===== config.mk =====
export PLATFORM = sky130hd
export DESIGN_NAME = xlr8_prbs_chk_core
export DESIGN_NICKNAME = d
export VERILOG_FILES = /design/src/rtl/xlr8_prbs_chk_pkg.sv /design/src/rtl/xlr8_prbs_chk_core.sv
export SDC_FILE = /design/constraint.sdc
export NUM_CORES = 1
export LEC_CHECK = 0
export CAP_MARGIN = 15
export CORE_MARGIN = 2
export CORE_UTILIZATION = 40
export DETAILED_ROUTE_END_ITERATION = 8
export GPL_TIMING_DRIVEN = 0
export PLACE_DENSITY = 0.68
export SETUP_SLACK_MARGIN = 0.1
export SLEW_MARGIN = 20
export SYNTH_ARGS = -nofsm -noshare
export SYNTH_HDL_FRONTEND = slang
export SYNTH_SLANG_ARGS = --single-unit
export TNS_END_PERCENT = 30

===== constraint.sdc =====
create_clock -name clk -period 3.4 [get_ports clk]
set_input_delay 1.02 -clock clk [delete_from_list [all_inputs] [get_ports clk]]
set_output_delay 1.02 -clock clk [all_outputs]
set_load 0.01 [all_outputs]

===== src/rtl/xlr8_prbs_chk_pkg.sv =====
// Shared types and helpers for the XLR8 PRBS checker.
package xlr8_prbs_chk_pkg;

  typedef enum logic [1:0] {
    ST_DISABLED = 2'd0,
    ST_SYNC     = 2'd1,
    ST_CONFIRM  = 2'd2,
    ST_LOCKED   = 2'd3
  } state_t;

  localparam int CTRL_EN      = 0;
  localparam int CTRL_RESYNC  = 1;
  localparam int CTRL_CLR_ERR = 2;
  localparam int CTRL_IRQ_EN  = 3;

  localparam int STAT_ERR_SAT = 2;
  localparam int STAT_PEND    = 3;

  // Fibonacci LFSR: shift left, feedback is the parity of the tapped bits.
  function automatic logic [7:0] lfsr_step(input logic [7:0] s, input logic [7:0] taps);
    return {s[6:0], ^(s & taps)};
  endfunction

endpackage


===== src/rtl/xlr8_prbs_chk_core.sv =====
// PRBS checker core: sync/confirm/locked FSM, expected-state register, match, miss and error counters.
module xlr8_prbs_chk_core
  import xlr8_prbs_chk_pkg::*;
#(
  parameter logic [7:0] TAPS     = 8'hB8,
  parameter int         LOCK_CNT = 4,
  parameter int         LOSS_CNT = 3
) (
  input  logic        clk,
  input  logic        rstn,
  input  logic        i_ctrl_wr,
  input  logic        i_en_cur,
  input  logic        i_en_new,
  input  logic        i_resync,
  input  logic        i_clr_err,
  input  logic        i_data_wr,
  input  logic [7:0]  i_data,
  output state_t      o_state,
  output logic [7:0]  o_exp,
  output logic [15:0] o_err,
  output logic        o_err_sat,
  output logic        o_lock_lost,
  output logic        o_sat_rise
);

  state_t      r_state;
  logic [7:0]  r_exp;
  logic [3:0]  r_mcnt;
  logic [7:0]  r_miss;
  logic [15:0] r_err;
  logic        r_err_sat;

  logic [7:0] w_step;
  logic       w_match;
  logic       w_lock_err;
  logic       w_loss;

  assign w_step     = lfsr_step(r_exp, TAPS);
  assign w_match    = (i_data == w_step);
  assign w_lock_err = i_data_wr && (r_state == ST_LOCKED) && !w_match;
  assign w_loss     = w_lock_err && (LOSS_CNT != 0) && (r_miss == 8'(LOSS_CNT - 1));

  assign o_sat_rise  = w_lock_err && (r_err == 16'hFFFE);
  assign o_lock_lost = w_loss ||
                       (i_ctrl_wr && i_en_new && i_resync && (r_state == ST_LOCKED));

  // NOTE: asynchronous reset in the sensitivity list; all state uses non-blocking (<=) so every flop samples pre-edge values.
  always_ff @(posedge clk or negedge rstn) begin
    if (!rstn) begin
      r_state   <= ST_DISABLED;
      r_exp     <= 8'h00;
      r_mcnt    <= 4'd0;
      r_miss    <= 8'd0;
      r_err     <= 16'h0000;
      r_err_sat <= 1'b0;
    end else if (i_ctrl_wr) begin
      if (!i_en_new) begin
        r_state <= ST_DISABLED;
      end else if (!i_en_cur || i_resync) begin
        r_state <= ST_SYNC;
        r_mcnt  <= 4'd0;
        r_miss  <= 8'd0;
      end
      if (i_clr_err) begin
        r_err     <= 16'h0000;
        r_err_sat <= 1'b0;
      end
    end else if (i_data_wr) begin
      case (r_state)
        ST_SYNC: begin
          if (i_data != 8'h00) begin
            r_exp   <= i_data;
            r_mcnt  <= 4'd0;
            r_state <= ST_CONFIRM;
          end
        end
        ST_CONFIRM: begin
          r_exp <= i_data;
          if (w_match) begin
            r_mcnt <= r_mcnt + 4'd1;
            if (r_mcnt == 4'(LOCK_CNT - 1)) begin
              r_state <= ST_LOCKED;
              r_miss  <= 8'd0;
            end
          end else begin
            r_mcnt <= 4'd0;
          end
        end
        ST_LOCKED: begin
          // Flywheel: once locked the expected sequence free-runs, never reseeded by received data.
          r_exp <= w_step;
          if (w_match) begin
            r_miss <= 8'd0;
          end else begin
            r_miss <= r_miss + 8'd1;
            if (r_err != 16'hFFFF) r_err <= r_err + 16'd1;
            if (o_sat_rise) r_err_sat <= 1'b1;
            if (w_loss) r_state <= ST_SYNC;
          end
        end
        default: ;
      endcase
    end
  end

  assign o_state   = r_state;
  assign o_exp     = r_exp;
  assign o_err     = r_err;
  assign o_err_sat = r_err_sat;

endmodule


Yosys cells after proc, flatten, opt, wreduce, memory -nomap -nowiden
Index checks and enable logic that the tools add are counted.
{"block": "word_totals", "register_bits": 39, "output_inout_bits": 29}
{"block": "op_classes", "addsub": 3, "n_eq_ne": 19, "n_mux": 39, "bitwise": 1, "n_reduce_logical": 27}
{"op": "16-bit 2-to-1 mux", "count": 6}
{"op": "8-bit 2-to-1 mux", "count": 8}
{"op": "4-bit 2-to-1 mux", "count": 6}
{"op": "8-bit case mux with 3 select lines", "count": 1}
{"op": "2-bit 2-to-1 mux", "count": 9}
{"op": "16-bit by 1-bit adder with 16-bit output, second input constant", "count": 1}
{"op": "16-bit equality test, second input constant", "count": 1}
{"op": "16-bit != test, second input constant", "count": 1}
{"op": "8-bit case mux with 2 select lines", "count": 1}
{"op": "3-bit != test, second input constant", "count": 5}
{"op": "5-bit AND reduction", "count": 3}
{"op": "3-bit nonzero test", "count": 3}
{"op": "8-bit by 1-bit adder with 8-bit output, second input constant", "count": 1}
{"op": "8-bit by 2-bit equality test with 1-bit output, second input constant", "count": 1}
{"op": "8-bit equality test", "count": 1}
{"op": "4-bit case mux with 2 select lines", "count": 1}
{"op": "8-bit AND reduction", "count": 1}
{"op": "2-bit nonzero test", "count": 4}
{"op": "8-bit nonzero test", "count": 1}
{"op": "8-bit XOR reduction", "count": 1}
{"op": "1-bit logical AND", "count": 7}
{"op": "1-bit 2-to-1 mux", "count": 6}
{"op": "2-bit by 1-bit != test with 1-bit output, second input constant", "count": 3}
{"op": "2-bit case mux with 3 select lines", "count": 1}
{"op": "12 further kinds", "count": 16}

Depth between registers and ports, before layout
Gate-level depths: netlist of the first run.
{"block": "depth", "word_depth": 10, "mapped_depth": 7, "mapped_depth_nobuf": 7}

Worst setup path before layout of the first run
Ideal clock, no wire load.
{"block": "synth_timing", "kind": "input to output", "startpoint": "in i_data[6]", "endpoint": "out o_lock_lost", "arrival_time_ns": 2.425, "required_time_ns": 2.380, "path_slack_ns": -0.045, "cell_stages": 6, "n_path_buf": 1, "path_cell_list": "xor2_1 > or3_1 > clkbuf_2 > nor3_1 > o21ai_0 > and2_1"}
{"block": "synth_between", "elab_chain_cells": 5}
{"item": "from (decl)", "line": "xlr8_prbs_chk_core.sv:17", "rtl": "input logic [7:0] i_data,"}
{"item": "8-bit equality test", "line": "xlr8_prbs_chk_core.sv:39", "rtl": "assign w_match = (i_data == w_step);"}
{"item": "1-bit logical NOT", "line": "xlr8_prbs_chk_core.sv:40", "rtl": "assign w_lock_err = i_data_wr && (r_state == ST_LOCKED) && !w_match;"}
{"item": "1-bit logical AND", "line": "xlr8_prbs_chk_core.sv:40"}
{"item": "1-bit logical AND", "line": "xlr8_prbs_chk_core.sv:41", "rtl": "assign w_loss = w_lock_err && (LOSS_CNT != 0) && (r_miss == 8'(LOSS_CNT - 1));"}
{"item": "1-bit logical OR", "line": "xlr8_prbs_chk_core.sv:44", "rtl": "assign o_lock_lost = w_loss ||"}
{"item": "to (decl)", "line": "xlr8_prbs_chk_core.sv:22", "rtl": "output logic o_lock_lost,"}
Every way passes these cells.

Worst setup path in the final report of the first run
{"block": "layout_timing", "startpoint": "in i_data[5]", "endpoint": "out o_lock_lost"}
Same word-level chain as after synthesis.

==> results of run 1 <==
==> per-stage QoR <==
| stage | utilization | hold slack [ns] | total power, W |
|---|---|---|---|
| detailed placement | 0.504 | 0.494 | 0.00155 |
| CTS | 0.533 | 0.518 | 0.00200 |
| floorplan | - | 0.467 | 0.00125 |
| global placement | 0.500 | 0.490 | 0.00153 |
| global route | 0.537 | 0.551 | 0.00214 |
| finish | 0.537 | 0.512 | 0.00202 |
==> metal layers <==
layer / share of wire / vias up / global-route usage
met5: 0 / - / 0
met4: 0.017 / 0 / 0.0736
met3: 0.040 / 9 / 0.0311
met2: 0.46 / 56 / 0.278
met1: 0.49 / 1177 / 0.279
li1: - / 1171 / -
==> layout by cell type, fill, tap and decap left out, types with 4 or more instances in the layout <==
master                            count
sky130_fd_sc_hd__o41ai_1              5
sky130_fd_sc_hd__a22o_1               6
sky130_fd_sc_hd__buf_2                7
sky130_fd_sc_hd__nor2_1              16
sky130_fd_sc_hd__nor4_1               4
sky130_fd_sc_hd__nor2b_1              6
sky130_fd_sc_hd__buf_6                4
sky130_fd_sc_hd__clkbuf_1             5
sky130_fd_sc_hd__clkdlybuf4s50_1     32
sky130_fd_sc_hd__nand3_1             11
sky130_fd_sc_hd__and2_1               4
sky130_fd_sc_hd__mux2i_1              8
sky130_fd_sc_hd__o311ai_0             4
sky130_fd_sc_hd__buf_4                8
sky130_fd_sc_hd__nor3_1               4
sky130_fd_sc_hd__o31ai_1              9
sky130_fd_sc_hd__inv_1               13
sky130_fd_sc_hd__or4_1                6
sky130_fd_sc_hd__dfrtp_1             39
sky130_fd_sc_hd__o21ai_0              7
sky130_fd_sc_hd__and3_1              10
sky130_fd_sc_hd__xnor2_2              5
sky130_fd_sc_hd__and4_1               5
sky130_fd_sc_hd__a21oi_1             16
sky130_fd_sc_hd__nand2_1             16
sky130_fd_sc_hd__clkbuf_8             6
sky130_fd_sc_hd__ha_1                 9
sky130_fd_sc_hd__nand4_1              5
==> cell families after synthesis <==
kind of cell,share of synthesized area
flops,0.371
mux,0.0533
simple gates,0.214
buf+inv,0.0414
xor+xnor,0.0557
compound gates,0.222
fa+ha+maj,0.0428
==> what timing repair did <==
| action | 4_1_cts | 5_1_grt |
|---|---|---|
| pin swaps | 10 | 1 |
| buffers inserted | 9 | 0 |
| setup endpoints to repair | 2 | 2 |
| gates resized for setup | 43 | 5 |
==> worst max-delay path: cells and delay by family <==
kind                   cells  cell delay, ns
AND/OR/NAND/NOR            3            0.68
buffers and inverters      3            0.38
XOR/XNOR                   1            0.16
AO/OA/AOI/OAI              1            0.08
==> area by class of cell <==
type	count	area, um^2	area share
Timing Repair Buffer	54	510	0.150
Multi-Input combinational cell	209	1630	0.477
Inverter	13	48.8	0.0143
Buffer	11	68.8	0.0202
Clock inverter	3	15.0	0.00440
Sequential cell	39	976	0.286
Clock buffer	5	68.8	0.0202
Tap cell	77	96.3	0.0282
==> worst min-delay path by stage <==
stage          cells after the start                     to                  start  slack (ns)
6_report                           1  o_err_sat$_DFFE_PN0P_  o_err_sat$_DFFE_PN0P_        0.51
4_1_cts                            1  o_err_sat$_DFFE_PN0P_  o_err_sat$_DFFE_PN0P_        0.52
3_3_place_gp                       1  o_err_sat$_DFFE_PN0P_  o_err_sat$_DFFE_PN0P_        0.49
3_5_place_dp                       1  o_err_sat$_DFFE_PN0P_  o_err_sat$_DFFE_PN0P_        0.49
5_1_grt                            1  o_err_sat$_DFFE_PN0P_  o_err_sat$_DFFE_PN0P_        0.55
2_1_floorplan                      2  r_mcnt[1]$_DFFE_PN0P_  r_mcnt[1]$_DFFE_PN0P_        0.47
==> sequential cells by signal, indices dropped and copies added (netlist names) <==
signal / flops
r_mcnt: 4
o_err: 16
o_state: 2
o_exp: 8
o_err_sat: 1
r_miss: 8
==> report_power, final <==
part | internal [W] | total [W] | switching [W]
Combinational | 0.000545 | 0.00105 | 0.000510
Sequential | 0.000532 | 0.000644 | 0.000113
Clock | 0.000141 | 0.000318 | 0.000177
Total | 0.00122 | 0.00202 | 0.000800
==> insert_results.sql, run 1 <==
INSERT INTO impl_metrics (metric_group, metric, value, unit) VALUES
('timing', 'timing.fmax', '298', 'MHz'),
('cells_and_area', 'final_design_area_no_fill', '3410', 'um^2'),
('detailed_routing', 'dr.pass1.iters', '4', ''),
('synth', 'synth.avg_cell_area', '9.67', 'um^2'),
('global_routing', 'maximum_number_of_pins_on_one_net_before_global_route_repair', '21', ''),
('timing', 'drv_slew', '0', ''),
('critical_path', 'regToRegStartpoint', 'o_exp[5]$_DFFE_PN0P_', ''),
('synth', 'dominantRegCellSynth', 'sky130_fd_sc_hd__dfrtp_1', ''),
('timing', 'setup_tns', '0', 'ns'),
('detailed_routing', 'drt-initial-drc-count', '106', ''),
('synth', 'synth_largest_area_cell', 'sky130_fd_sc_hd__dfrtp_1', ''),
('global_routing', 'grt_usage', '0.190', ''),
('synth', 'synthesis.instances', '272', ''),
('critical_path', 'crit_path_cell_trace', 'buf_6 -> xor2_1 -> or3_1 -> clkbuf_8 -> nor3_4 -> o21ai_2 -> and2_1 -> buf_2', ''),
('cells_and_area', 'filler_cell_count', '585', ''),
('critical_path', 'regToRegSetupSlack', '0.73', 'ns'),
('detailed_routing', 'routedWlPerCell', '16.3', 'um'),
('critical_path', 'worst_ep_required_time', '2.38', 'ns'),
('die', 'ioPinCount', '45', ''),
('power_and_ir_drop', 'power-per-cell-area', '591', 'nW/um^2'),
('detailed_routing', 'postRouteAntennaNets', '0', ''),
('global_routing', 'first_global_vias', '2272', ''),
('synth', 'synth.area.top_cells', 'sky130_fd_sc_hd__dfrtp_1 37%, sky130_fd_sc_hd__ha_1 4.3%, sky130_fd_sc_hd__a21oi_1 3.0%', ''),
('synth', 'synth.top_cells.by_count', '39 x sky130_fd_sc_hd__dfrtp_1, 16 x sky130_fd_sc_hd__a21oi_1, 16 x sky130_fd_sc_hd__nand2_1, 16 x sky130_fd_sc_hd__nor2_1, 13 x sky130_fd_sc_hd__inv_1', ''),
('detailed_routing', 'vias', '2413', ''),
('outcome', 'run_status', 'complete, no violations', ''),
('clock_network', 'cts-root-buf', 'sky130_fd_sc_hd__clkbuf_8', ''),
('cells_and_area', 'instances_no_fill', '411', ''),
('die', 'rows', '29', ''),
('synth', 'synth_enable_flop_cells', '0', ''),
('synth', 'mappedNetlistArea', '2630', 'um^2'),
('timing', 'setup_repair_after_global_routing_missed_its_margin', 'true', ''),
('synth', 'synth_fp_nets', '297', ''),
('detailed_routing', 'number_of_remaining_drc_errors', '0', ''),
('placed_design', 'pre_cts_slack', '-1.08', 'ns'),
('timing', 'worst_slack', '0.0470', 'ns'),
('clock_network', 'cts-htree-levels', '2', ''),
('clock_network', 'cts.sink_count', '39', ''),
('placed_design', 'placed_cells_incl_taps', '394', ''),
('critical_path', 'cp_slowest_stage_delay', '0.38', 'ns'),
('cells_and_area', 'syn_to_final_growth', '29.7', '%'),
('global_routing', 'grt.overflow.total', '0', ''),
('placed_design', 'buffer_ports.inserted', '44', ''),
('synth', 'synthesis.yosys.warnings', '0', ''),
('cells_and_area', 'layout.nets', '358', ''),
('timing', 'maxSlewHeadroom', '0.496', ''),
('synth', 'synthArstFlopShare', '1.00', ''),
('timing', 'hold_violations', '0', ''),
('timing', 'final_min_period_over_clock_period', '0.986', ''),
('clock_network', 'cts_inserted_buffers', '5', ''),
('detailed_routing', 'detail_route.wirelength', '6690', 'um'),
('critical_path', 'critical_path_peak_fanout', '2', ''),
('synth', 'ys_types', '61', ''),
('detailed_routing', 'via_per_inst', '5.87', ''),
('flow_run', 'timing.max_cap.violations', '0', ''),
('synth', 'synth.ff_latch_count', '39', ''),
('global_routing', 'antenna_found_initial', '0', ''),
('critical_path', 'critical_path.endpoint_type', 'output port', ''),
('critical_path', 'crit_path_start', 'i_data[5]', ''),
('clock_network', 'clkSlewWorstSetupHoldPaths', '0.08', 'ns'),
('cells_and_area', 'drive_gt1_frac', '0.165', ''),
('clock_network', 'clock_path_buffers', '2', ''),
('placed_design', 'dp_hpwl', '4880', 'um'),
('timing', 'timing.clock.skew', '0.00794', 'ns'),
('worst_hold_path', 'worst_hold_path_type', 'register to register', ''),
('timing', 'tightestPinTransition', '0.751', 'ns'),
('critical_path', 'worst_r2r_path_depth', '8', ''),
('critical_path', 'crit_arrival', '2.33', 'ns'),
('power_and_ir_drop', 'vdd_drop_max', '472', 'uV'),
('die', 'die_h', '85.1', 'um'),
('global_routing', 'grt_pass1_wl', '11000', 'um');
Power figures use the tool's default switching activity.
==> inputs of run 2 (changes only) <==
Settings changed: CTS_CLUSTER_SIZE from default to 12, GPL_ROUTABILITY_DRIVEN from default to 0.
==> results of run 2 <==
Same layout as run 1: the final DEF is identical, and so are final timing and power.
